--- src/rtl/fetch_unit.sv ---
// Instruction-fetch stage: owns the PC, runs a single-outstanding imem port,
// and feeds ID through the IF/ID register plus one skid entry.
module fetch_unit #(
  parameter logic [31:0] RESET_PC = 32'h0000_0000
) (
  input  logic        clk,
  input  logic        rst,
  input  logic        redirect,
  input  logic [31:0] redirect_pc,
  input  logic        stall,
  output logic        imem_req,
  output logic [31:0] imem_addr,
  input  logic        imem_rvalid,
  input  logic [31:0] imem_rdata,
  output logic        if_valid,
  output logic [31:0] if_pc,
  output logic [31:0] if_inst,
  output logic [31:0] if_pc4
);

  typedef enum logic [1:0] {
    FETCH = 2'd0,
    HOLD  = 2'd1,
    DROP  = 2'd2
  } state_t;

  state_t      r_state;
  logic [31:0] r_pc;
  logic [31:0] r_reqAddr;
  logic        r_skidValid;
  logic [31:0] r_skidPc;
  logic [31:0] r_skidInst;
  logic        r_ifValid;
  logic [31:0] r_ifPc;
  logic [31:0] r_ifInst;

  logic        w_slotFree;
  logic        w_rsp;
  logic [31:0] w_target;
  logic [31:0] w_pcNext;

  assign imem_req   = !rst && (r_state != HOLD);
  assign imem_addr  = (r_state == DROP) ? r_reqAddr : r_pc;
  assign w_rsp      = imem_rvalid && imem_req;
  assign w_slotFree = !r_ifValid || !stall;
  assign w_target   = redirect_pc & 32'hFFFF_FFFC;
  assign w_pcNext   = r_pc + 32'd4;

  assign if_valid = r_ifValid;
  assign if_pc    = r_ifPc;
  assign if_inst  = r_ifInst;
  assign if_pc4   = rst ? 32'd4 : (r_ifPc + 32'd4);

  // Redirect outranks everything; a response in flight for a pre-redirect
  // address is either dropped on arrival or drained through DROP.
  always_ff @(posedge clk) begin
    if (rst) begin
      r_state     <= FETCH;
      r_pc        <= RESET_PC;
      r_reqAddr   <= 32'd0;
      r_skidValid <= 1'b0;
      r_skidPc    <= 32'd0;
      r_skidInst  <= 32'd0;
      r_ifValid   <= 1'b0;
      r_ifPc      <= 32'd0;
      r_ifInst    <= 32'd0;
    end else if (redirect) begin
      r_pc        <= w_target;
      r_ifValid   <= 1'b0;
      r_skidValid <= 1'b0;
      case (r_state)
        FETCH: begin
          if (!w_rsp) begin
            r_reqAddr <= r_pc;
            r_state   <= DROP;
          end
        end
        HOLD:    r_state <= FETCH;
        DROP:    if (w_rsp) r_state <= FETCH;
        default: r_state <= FETCH;
      endcase
    end else begin
      case (r_state)
        FETCH: begin
          if (w_rsp) begin
            r_pc <= w_pcNext;
            if (w_slotFree) begin
              r_ifValid <= 1'b1;
              r_ifPc    <= r_pc;
              r_ifInst  <= imem_rdata;
            end else begin
              r_skidValid <= 1'b1;
              r_skidPc    <= r_pc;
              r_skidInst  <= imem_rdata;
              r_state     <= HOLD;
            end
          end else if (r_ifValid && !stall) begin
            r_ifValid <= 1'b0;
          end
        end
        HOLD: begin
          if (!stall) begin
            r_ifValid   <= r_skidValid;
            r_ifPc      <= r_skidPc;
            r_ifInst    <= r_skidInst;
            r_skidValid <= 1'b0;
            r_state     <= FETCH;
          end
        end
        DROP: begin
          if (w_rsp) r_state <= FETCH;
        end
        default: r_state <= FETCH;
      endcase
    end
  end

endmodule

--- config.mk ---
export PLATFORM = sky130hd
export DESIGN_NAME = fetch_unit
export DESIGN_NICKNAME = d
export VERILOG_FILES = /design/src/rtl/fetch_unit.sv
export SDC_FILE = /design/constraint.sdc
export NUM_CORES = 1
export LEC_CHECK = 0
export CAP_MARGIN = 20
export CELL_PAD_IN_SITES_DETAIL_PLACEMENT = 1
export CELL_PAD_IN_SITES_GLOBAL_PLACEMENT = 2
export CORE_MARGIN = 5
export CORE_UTILIZATION = 33
export CTS_BUF_LIST = sky130_fd_sc_hd__clkbuf_4
export CTS_CLUSTER_DIAMETER = 60
export DETAILED_ROUTE_END_ITERATION = 8
export GPL_TIMING_DRIVEN = 0
export PLACE_DENSITY_LB_ADDON = 0.25
export SETUP_SLACK_MARGIN = 0.05
export SLEW_MARGIN = 30
export SYNTH_ARGS = -nofsm -noshare
export SYNTH_HDL_FRONTEND = slang
export SYNTH_SLANG_ARGS = --single-unit
--- constraint.sdc ---
create_clock -name clk -period 5.1 [get_ports clk]
set_input_delay 1.02 -clock clk [delete_from_list [all_inputs] [get_ports clk]]
set_output_delay 1.02 -clock clk [all_outputs]
set_load 0.02 [all_outputs]
==> results.py, run 1 <==
metrics = {
    "run_status": {
        "status": "finished clean",
    },
    "logic_synthesis": {
        "netlist_instances": 1122,
        "ys_warn_count": 0,
        "synth-edff-count": 0,
        "yosysSeqAreaShare": 0.413,
        "synthArstFlopShare": 0,
        "avgSynthCellArea_sq_um": 8.11,
        "ys_types": 51,
        "syn_area_sq_um": 9100,
        "ys_ff_latch": 188,
        "synth_ff_type": "dfxtp_1",
    },
    "clock_tree": {
        "cts_setup_buffers": 0,
        "cts_tree": "yes",
        "clk_pin_slew_ns": 0.19,
        "clk_latency_ns": 0.61,
        "postCtsHoldBufs": 0,
        "clockBufferDepth": 2,
        "h-tree-depth": 4,
        "cts_buffers": 17,
        "cts_root_buf": "clkbuf_4",
        "ctsResizeCount": 1,
        "clock_sink_count": 188,
    },
    "timing": {
        "timing.hold.ws_ns": 0.466,
        "drv_slew": 0,
        "fin_skew_ns": 0.0291,
        "max_slew_margin": 0.424,
        "rsz0062_at_grt": "no",
        "post-route-period-util": 0.941,
        "finalHoldViolCount": 0,
        "setup_tns_ns": 0,
        "clock.fmax_mhz": 208,
        "fin_crit_ns": 4.80,
        "tightestPinTransition_ns": 0.864,
        "setup_violations": 0,
    },
    "power_and_ir_drop": {
        "leakagePower_nw": 4.20,
        "power.total_mw": 2.99,
        "power.density_nw_per_um2": 254,
        "vdd_drop_max_mv": 0.110,
    },
    "floorplanning": {
        "die_area_sq_um": 31000,
        "core_sq_um": 27000,
        "start_util": 0.337,
        "dieWidth_um": 176,
        "ios": 199,
        "die_h_um": 176,
        "std_cell_rows": 60,
    },
    "grt": {
        "met1_usage": 0.291,
        "grt_pass1_vias": 8890,
        "grt_max_degree": 21,
        "grt.total_usage": 0.209,
        "antenna_found_initial": 1,
        "use_met3": 0.0336,
        "grt.met2_usage": 0.346,
        "grt_busiest_layer": "met2",
        "grt_pass1_wl_mm": 51.5,
        "overflow": 0,
    },
    "routing": {
        "post_drt_wl_per_cell_um": 19.7,
        "drc": 0,
        "drtIter0Drc": 560,
        "vias": 9019,
        "routed_wirelength_mm": 33.4,
        "vias_per_cell": 5.32,
        "drtAntennaViolNets": 0,
        "firstDrtPassIters": 5,
    },
    "final_layout": {
        "fin_area_sq_um": 11800,
        "stdcell_count": 1694,
        "final_cell_mix": "nand2_1, clkdlybuf4s50_1, dfxtp_1",
        "layout-drive-gt1-share": 0.0636,
        "fill_cells": 3277,
        "fin_nets": 1410,
        "layout_commonest_cell": "nand2_1",
        "area_delta_synth_final_pct": 29.4,
    },
    "critical_path": {
        "cp.required_ns": 4.08,
        "critical-path-slowest-cell": "clkbuf_1",
        "critPathKind": "in -> out",
        "endpoint_kind": "output port",
        "path_cells": "clkbuf_1, clkbuf_1, clkbuf_1, clkbuf_2, a21oi_1, clkdlybuf4s50_1",
        "cp.arrival_ns": 3.78,
        "worst_path_most_repeated_cell": "clkbuf_1",
        "worstSetupStartpointType": "input pin",
        "path_max_fanout": 10,
        "worst_path_largest_cell_delay_ns": 0.59,
    },
    "placed_design": {
        "gp_congestion": 0.830,
        "port_buffers": 189,
        "dp_cells": 1661,
        "place_area_sq_um": 11500,
        "dp_hpwl_mm": 24.9,
    },
    "hold_path": {
        "hold_path.class": "reg -> reg",
    },
    "job": {
        "max_cap_violations": 0,
    },
}
[where the power goes]
part / switching, mW / internal, mW / leakage [nW]
Combinational: 0.300 / 0.229 / 2.51
Clock: 0.655 / 0.231 / 0.158
Sequential: 0.0556 / 1.52 / 1.53
[cell type report]
cell class	instances	area, sq um	area share
clock inverter	15	166	0.0141
buffer	114	482	0.0409
sequential	188	3760	0.319
antenna	1	2.50	0.000212
timing repair buffer	193	1910	0.163
multi-input combinational	816	4860	0.413
tap	341	427	0.0362
inverter	9	33.8	0.00287
clock buffer	17	128	0.0108
[synth_stat cells (3+ instances only)]
library cell / number / share of area
and3_1: 12 / 0.0082
nor4_1: 8 / 0.0055
a21oi_1: 108 / 0.059
and4_1: 11 / 0.011
and2_1: 3 / 0.0021
buf_4: 7 / 0.0058
o31ai_1: 18 / 0.015
a211oi_1: 73 / 0.060
nand3_1: 24 / 0.013
o21ai_0: 12 / 0.0066
xor2_1: 11 / 0.011
buf_1: 7 / 0.0029
xnor2_1: 11 / 0.011
or3_1: 7 / 0.0048
mux2_2: 31 / 0.038
inv_1: 9 / 0.0037
clkbuf_1: 94 / 0.039
dfxtp_1: 188 / 0.41
o31a_1: 3 / 0.0029
buf_6: 3 / 0.0037
mux2i_1: 62 / 0.068
nor3_1: 9 / 0.0049
nor2_1: 101 / 0.042
nand4_1: 20 / 0.014
or4_1: 25 / 0.021
a311oi_1: 10 / 0.0096
nand2b_1: 6 / 0.0041
nor2b_1: 3 / 0.0021
nand2_1: 212 / 0.087
[through the flow]
step                setup slack, ns  utilization
floorplan                      1.80            -
global placement             -0.841        0.423
detailed placement           0.0365        0.425
CTS                           0.261        0.436
global route                  0.197        0.436
finish                        0.298        0.436
[routing by layer]
layer | part of all wire | vias up
li1 | - | 4417
met1 | 0.48 | 4371
met2 | 0.46 | 210
met3 | 0.048 | 21
met4 | 0.0083 | 0
met5 | 0 | -
[flip-flops by register name (all words and copies together) (netlist names)]
register,cells
r_pc,30
r_state,2
r_skidValid,1
r_skidPc,30
if_valid,1
if_inst,32
if_pc,30
r_reqAddr,30
r_skidInst,32
[cell families after synthesis]
logic type / count (synthesis) / synth area share
compound gates: 245 / 0.173
mux: 93 / 0.106
fa+ha+maj: 2 / 0.00275
xor+xnor: 22 / 0.0212
simple gates: 448 / 0.226
other cells: 1 / 0.000412
flops: 188 / 0.413
buf+inv: 123 / 0.0565
[path summary, 6_finish.rpt]
check | slack, ns | cells after the start | endpoint | startpoint
setup / recovery | 0.30 | 6 | if_pc4[17] | rst
hold / removal | 0.47 | 2 | r_reqAddr[27] | r_reqAddr[27]
setup reg to reg | 2.18 | 7 | if_inst[16] | r_state[0]
hold reg to reg | 0.47 | 2 | r_reqAddr[27] | r_reqAddr[27]
[worst max-delay path: cells and delay by family]
kind / cells / cell delay (ns)
AO/OA/AOI/OAI: 1 / 0.12
buffers and inverters: 5 / 2.61
Note: power is estimated with default switching activity, not from simulation.
==> run 2: changes to the inputs <==
--- a/config.mk
+++ b/config.mk
@@ -5,7 +5,6 @@
 export SDC_FILE = /design/constraint.sdc
 export NUM_CORES = 1
 export LEC_CHECK = 0
-export CAP_MARGIN = 20
 export CELL_PAD_IN_SITES_DETAIL_PLACEMENT = 1
 export CELL_PAD_IN_SITES_GLOBAL_PLACEMENT = 2
 export CORE_MARGIN = 5
==> results of run 2 <==
Final layout, timing and power as in run 1 (identical DEF).
